--- src/rtl/exunit_alu_pipe.sv ---
// Pipelined integer ALU execution unit.
// The ALU result is computed at issue. The result, destination tag and
// speculation state then travel through LATENCY register stages to the
// RRF/ROB writeback port. Speculative entries are killed on a matching
// mispredict. Their spec bit is dropped on a matching correct prediction.
module exunit_alu_pipe #(
    parameter int DATA_W    = 32,
    parameter int ADDR_W    = 32,
    parameter int SPECTAG_W = 5,
    parameter int RRF_W     = 6,
    parameter int LATENCY   = 2
) (
    input  logic                 clk,
    input  logic                 reset,
    input  logic                 issue,
    input  logic [DATA_W-1:0]    ex_src1,
    input  logic [DATA_W-1:0]    ex_src2,
    input  logic [ADDR_W-1:0]    pc,
    input  logic [DATA_W-1:0]    imm,
    input  logic                 src_a_sel,
    input  logic                 src_b_sel,
    input  logic [3:0]           alu_op,
    input  logic                 dstval,
    input  logic [RRF_W-1:0]     rrftag,
    input  logic [SPECTAG_W-1:0] spectag,
    input  logic                 specbit,
    input  logic                 prmiss,
    input  logic                 prsuccess,
    input  logic [SPECTAG_W-1:0] spectagfix,
    output logic [DATA_W-1:0]    result,
    output logic [RRF_W-1:0]     out_rrftag,
    output logic                 rrf_we,
    output logic                 rob_we,
    output logic                 busy
);

    localparam int SH_W = $clog2(DATA_W);
    localparam int LAST = LATENCY - 1;

    function automatic logic tag_match(input logic [SPECTAG_W-1:0] tag,
                                       input logic [SPECTAG_W-1:0] fix);
        return |(tag & fix);
    endfunction

    logic [DATA_W-1:0] pc_ext;
    logic [DATA_W-1:0] op_a;
    logic [DATA_W-1:0] op_b;
    logic [DATA_W-1:0] alu_res;
    logic [SH_W-1:0]   shamt;

    // The PC is fitted to the datapath width: truncated if wider, zero-extended if narrower.
    generate
        if (ADDR_W >= DATA_W) begin : g_pc_trunc
            assign pc_ext = pc[DATA_W-1:0];
        end else begin : g_pc_zext
            assign pc_ext = {{(DATA_W-ADDR_W){1'b0}}, pc};
        end
    endgenerate

    assign op_a  = src_a_sel ? pc_ext : ex_src1;
    assign op_b  = src_b_sel ? imm : ex_src2;
    assign shamt = op_b[SH_W-1:0];

    // ALU datapath for the issuing instruction.
    always_comb begin
        alu_res = '0;
        case (alu_op)
            4'd0:  alu_res = op_a + op_b;
            4'd1:  alu_res = op_a - op_b;
            4'd2:  alu_res = op_a & op_b;
            4'd3:  alu_res = op_a | op_b;
            4'd4:  alu_res = op_a ^ op_b;
            4'd5:  alu_res = op_a << shamt;
            4'd6:  alu_res = op_a >> shamt;
            4'd7:  alu_res = $unsigned($signed(op_a) >>> shamt);
            4'd8:  alu_res = {{(DATA_W-1){1'b0}}, ($signed(op_a) < $signed(op_b))};
            4'd9:  alu_res = {{(DATA_W-1){1'b0}}, (op_a < op_b)};
            4'd10: alu_res = op_b;
            default: alu_res = '0;
        endcase
    end

    // Per-stage state. Index 0 is loaded at issue and index LAST drives writeback.
    logic [LATENCY-1:0]                vld_q, vld_d;
    logic [LATENCY-1:0]                dst_q, dst_d;
    logic [LATENCY-1:0]                spec_q, spec_d;
    logic [LATENCY-1:0][DATA_W-1:0]    res_q, res_d;
    logic [LATENCY-1:0][RRF_W-1:0]     rtag_q, rtag_d;
    logic [LATENCY-1:0][SPECTAG_W-1:0] stag_q, stag_d;

    // A simultaneous mispredict takes priority, so a correct prediction only
    // clears spec bits when no mispredict is resolving.
    logic clr_spec;
    assign clr_spec = prsuccess & ~prmiss;

    // Next state for each stage: advance one slot each cycle with kill and spec-clear applied.
    always_comb begin
        vld_d     = '0;
        dst_d     = '0;
        spec_d    = '0;
        res_d     = '0;
        rtag_d    = '0;
        stag_d    = '0;
        vld_d[0]  = issue & ~(prmiss & specbit & tag_match(spectag, spectagfix));
        dst_d[0]  = dstval;
        spec_d[0] = specbit & ~(clr_spec & tag_match(spectag, spectagfix));
        res_d[0]  = alu_res;
        rtag_d[0] = rrftag;
        stag_d[0] = spectag;
        for (int k = 1; k < LATENCY; k++) begin
            vld_d[k]  = vld_q[k-1] & ~(prmiss & spec_q[k-1] & tag_match(stag_q[k-1], spectagfix));
            dst_d[k]  = dst_q[k-1];
            spec_d[k] = spec_q[k-1] & ~(clr_spec & tag_match(stag_q[k-1], spectagfix));
            res_d[k]  = res_q[k-1];
            rtag_d[k] = rtag_q[k-1];
            stag_d[k] = stag_q[k-1];
        end
    end

    // Pipe registers. There is no stall, so every stage loads on every clock.
    always_ff @(posedge clk) begin
        if (reset) begin
            vld_q  <= '0;
            dst_q  <= '0;
            spec_q <= '0;
            res_q  <= '0;
            rtag_q <= '0;
            stag_q <= '0;
        end else begin
            vld_q  <= vld_d;
            dst_q  <= dst_d;
            spec_q <= spec_d;
            res_q  <= res_d;
            rtag_q <= rtag_d;
            stag_q <= stag_d;
        end
    end

    // The output stage is qualified against a mispredict resolving in the writeback cycle.
    assign rob_we     = vld_q[LAST] & ~(prmiss & spec_q[LAST] & tag_match(stag_q[LAST], spectagfix));
    assign rrf_we     = rob_we & dst_q[LAST];
    assign result     = res_q[LAST];
    assign out_rrftag = rtag_q[LAST];
    assign busy       = |vld_q;

endmodule

--- config.mk ---
export PLATFORM = sky130hd
export DESIGN_NAME = exunit_alu_pipe
export DESIGN_NICKNAME = d
export VERILOG_FILES = /design/src/rtl/exunit_alu_pipe.sv
export SDC_FILE = /design/constraint.sdc
export NUM_CORES = 1
export LEC_CHECK = 0
export BUFFER_PORTS_ARGS = -buffer_cell sky130_fd_sc_hd__buf_2
export CORE_ASPECT_RATIO = 2
export CORE_UTILIZATION = 45
export DETAILED_ROUTE_END_ITERATION = 8
export GPL_ROUTABILITY_DRIVEN = 0
export GPL_TIMING_DRIVEN = 0
export PLACE_DENSITY = 0.66
export REMOVE_ABC_BUFFERS = 1
export SYNTH_ARGS = -nofsm -noshare
export SYNTH_HDL_FRONTEND = slang
export SYNTH_SLANG_ARGS = --single-unit
--- constraint.sdc ---
create_clock -name clk -period 5 [get_ports clk]
set_input_delay 0.75 -clock clk [delete_from_list [all_inputs] [get_ports clk]]
set_output_delay 0.75 -clock clk [all_outputs]
set_load 0.01 [all_outputs]
==> results.yml <==
worst_setup_path:
  crit_path_end_kind: "flip-flop"
  critPathSlowestCell: "o21ai_1"
  path_cells: "buf_12 -> mux2i_4 -> buf_12 -> inv_2 -> nor3_4 -> nor2_1 -> o21ai_1 -> o221ai_1 -> a211oi_2 -> o211a_1 -> a221oi_1 -> or2_1"
  cpPeakStageDelay_ps: 710
  critPathMaxFanout: 56
  required_ps: 5260
  crit_arrival_ps: 5280
  path_common_cell: "buf_12"
  critical_path_class: "in2reg"
  cp-start-kind: "input pin"
synthesis:
  ys_seq_elements: 92
  yosys.area_share.simple: 0.189
  yosysWarnings: 0
  syn_area_um2: 11900
  syn_area_per_cell_um2: 7.37
  synthTopCellsByCount: "nor2_1, mux2i_1, a21oi_1, nand2_1, ha_1"
  ys_seq_area_frac: 0.155
  synth_compound_area_frac: 0.293
  synth-xor-area-share: 0.0147
  synthMostInstantiatedCell: "nor2_1"
  synthArstFlopShare: 0
  muxShareOfSynthArea: 0.160
  synth_top_area_frac: 0.155
  synth.largest_area_cell: "dfxtp_1"
  ys_types: 87
  syn-instance-count: 1614
  synth_fa_ha_area_frac: 0.110
  synth_top_family_by_area: "compound AO/OA/AOI/OAI gates"
  synth_edf_count: 0
  synthTopCellsByArea: "dfxtp_1, mux2i_1, ha_1"
  ys.flop_type: "dfxtp_1"
clocking:
  clock_sinks: 92
  clock_path_buffers: 2
  hold_buffers: 0
  path_clk_slew_ps: 60
  htree_levels: 3
  cts_tree: "done"
  numCtsBuffers: 9
  clock_latency_ps: 380
  cts_root_buffer: "clkbuf_16"
timing:
  timing.final.hold_violations: 0
  max_slew_margin: -0.0798
  holdWs_ps: 434
  layout_setup_ws_ps: -16.8
  post-route-period-util: 1.00
  finalSetupViolations: 1
  fmax_mhz: 199
  drv_slew: 56
  worst_pin_slew_ps: 1620
  fin_crit_ps: 5020
  fin_skew_ps: 10.8
  grt_setup_unrepaired: "false"
placement:
  io_buffer_count: 197
  dp_hpwl_mm: 37.2
  dpl_cell_area_um2: 13000
global_routing:
  grt_remaining_overflow: 0
  grt_max_degree: 64
  grt_pass1_wl_mm: 75.8
  grt_use_total: 0.384
  antenna_found_initial: 0
  grt_pass1_vias: 13109
final_layout:
  diodes: 0
  area_delta_synth_final_pct: 12.4
  stdcell_area_um2: 13400
  fillers: 2571
  drive_gt1_frac: 0.177
  num-nets-final: 1980
  fin_util: 0.517
detailed_routing:
  wl_per_cell_um: 25.0
  vias_per_cell: 6.61
  first_pass_iters: 8
  drc_errors: 0
  drtIter0Drc: 1708
  route.antenna.remaining_nets: 0
  routed_wl_mm: 51.6
  vias: 13657
flow_run:
  maxCapViolCount: 2
status:
  violations: "max-capacitance violations, max-slew violations, negative setup slack"
  status: "finished, violations left"
power:
  p_leak_nw: 5.98
  power_w: 0.00310
  power_density_nw_per_um2: 232
  ir_worst_vdd_v: 0.000184
floorplan:
  die_w_um: 117
  die_y_um: 232
  rows: 83
  core_um2: 25900
  die-area_um2: 27100
  initial_core_util: 0.460
  io_pins: 198
min_path:
  hold_path_class: "reg2reg"
-- report_power, final --
group          switching (W)  internal (W)
Combinational        0.00109      0.000577
Clock               0.000313      0.000337
Sequential        0.00000961      0.000779
Total                0.00141       0.00169
-- state kept, by name (all words and copies together), names as in the netlist --
signal / cells
dst_q: 2
out_rrftag: 6
res_d: 32
result: 32
rtag_d: 6
spec_q: 2
stag_d: 5
stag_q: 5
vld_q: 2
-- what timing repair did --
action / CTS / global route
buffers inserted: 0 / 4
setup endpoints to repair: 29 / 7
pin swaps: 0 / 0
resized for setup: 9 / 6
cloned: 2 / 0
-- per-layer routing --
metal / wire (um) / global-route usage / vias to the layer above
li1: - / - / 6110
met4: 5690 / 0.358 / 0
met3: 4570 / 0.0757 / 359
met1: 16500 / 0.381 / 6257
met2: 24800 / 0.652 / 931
met5: 0 / 0 / -
-- worst max-delay path: cells and delay by family --
| kind | cells | cell delay, ps |
|---|---|---|
| buffers and inverters | 3 | 930 |
| multiplexers | 1 | 630 |
| AO/OA/AOI/OAI | 5 | 1800 |
| AND/OR/NAND/NOR | 3 | 1070 |
-- cell type report --
type | count | area [um^2] | area share
Multi-Input combinational cell | 1302 | 9220 | 0.690
Sequential cell | 92 | 1840 | 0.138
Timing Repair Buffer | 212 | 1210 | 0.0904
Tap cell | 340 | 425 | 0.0318
Inverter | 103 | 400 | 0.0300
Clock buffer | 10 | 229 | 0.0171
Clock inverter | 6 | 40.0 | 0.00300
-- stage by stage --
stage                     instances  setup WS, ps  TNS, ps
after global routing           2065          17.6        0
after detailed placement       2042         -1510   -29430
final                          2065         -16.8    -16.8
after CTS                      2060          50.1        0
after floorplan                1495         -2120   -50760
after global placement         2032         -5550  -160150
-- cell usage in the layout, fill, tap and decap left out, types with 11 or more instances in the layout --
master | synthesis | layout
a211oi_1 | 18 | 16
a21o_1 | 11 | 11
a21oi_1 | 139 | 139
a221oi_1 | 21 | 21
a22oi_1 | 21 | 21
a31oi_1 | 30 | 30
and2_1 | 12 | 11
buf_2 | 27 | 195
dfxtp_1 | 92 | 92
ha_1 | 101 | 101
inv_1 | 94 | 93
mux2_2 | 33 | 33
mux2i_1 | 143 | 141
nand2_1 | 125 | 125
nand2b_1 | 11 | 11
nand3_1 | 31 | 30
nor2_1 | 148 | 148
nor2b_1 | 71 | 71
nor3_1 | 29 | 29
o211ai_1 | 30 | 30
o21ai_0 | 72 | 72
o21bai_1 | 18 | 17
o22ai_1 | 47 | 47
o31ai_1 | 13 | 12
xnor2_1 | 18 | 18
-- path summary, 6_finish.rpt --
path,startpoint,end,slack [ps],cells past startpoint
max,src_b_sel,res_d[62],-20,12
min,rtag_d[8],out_rrftag[2],430,1
max reg2reg,stag_d[5],vld_q[1],3870,3
min reg2reg,rtag_d[8],out_rrftag[2],430,1
-- kinds of logic after synthesis --
kind of cell | Yosys count
DFF | 92
AOI/OAI and AO/OA | 521
xor gates and xnor gates | 20
adders and majority gates | 103
buffers and inverters | 222
muxes | 182
and+or+nand+nor | 474
(Power assumes the default switching activity.)
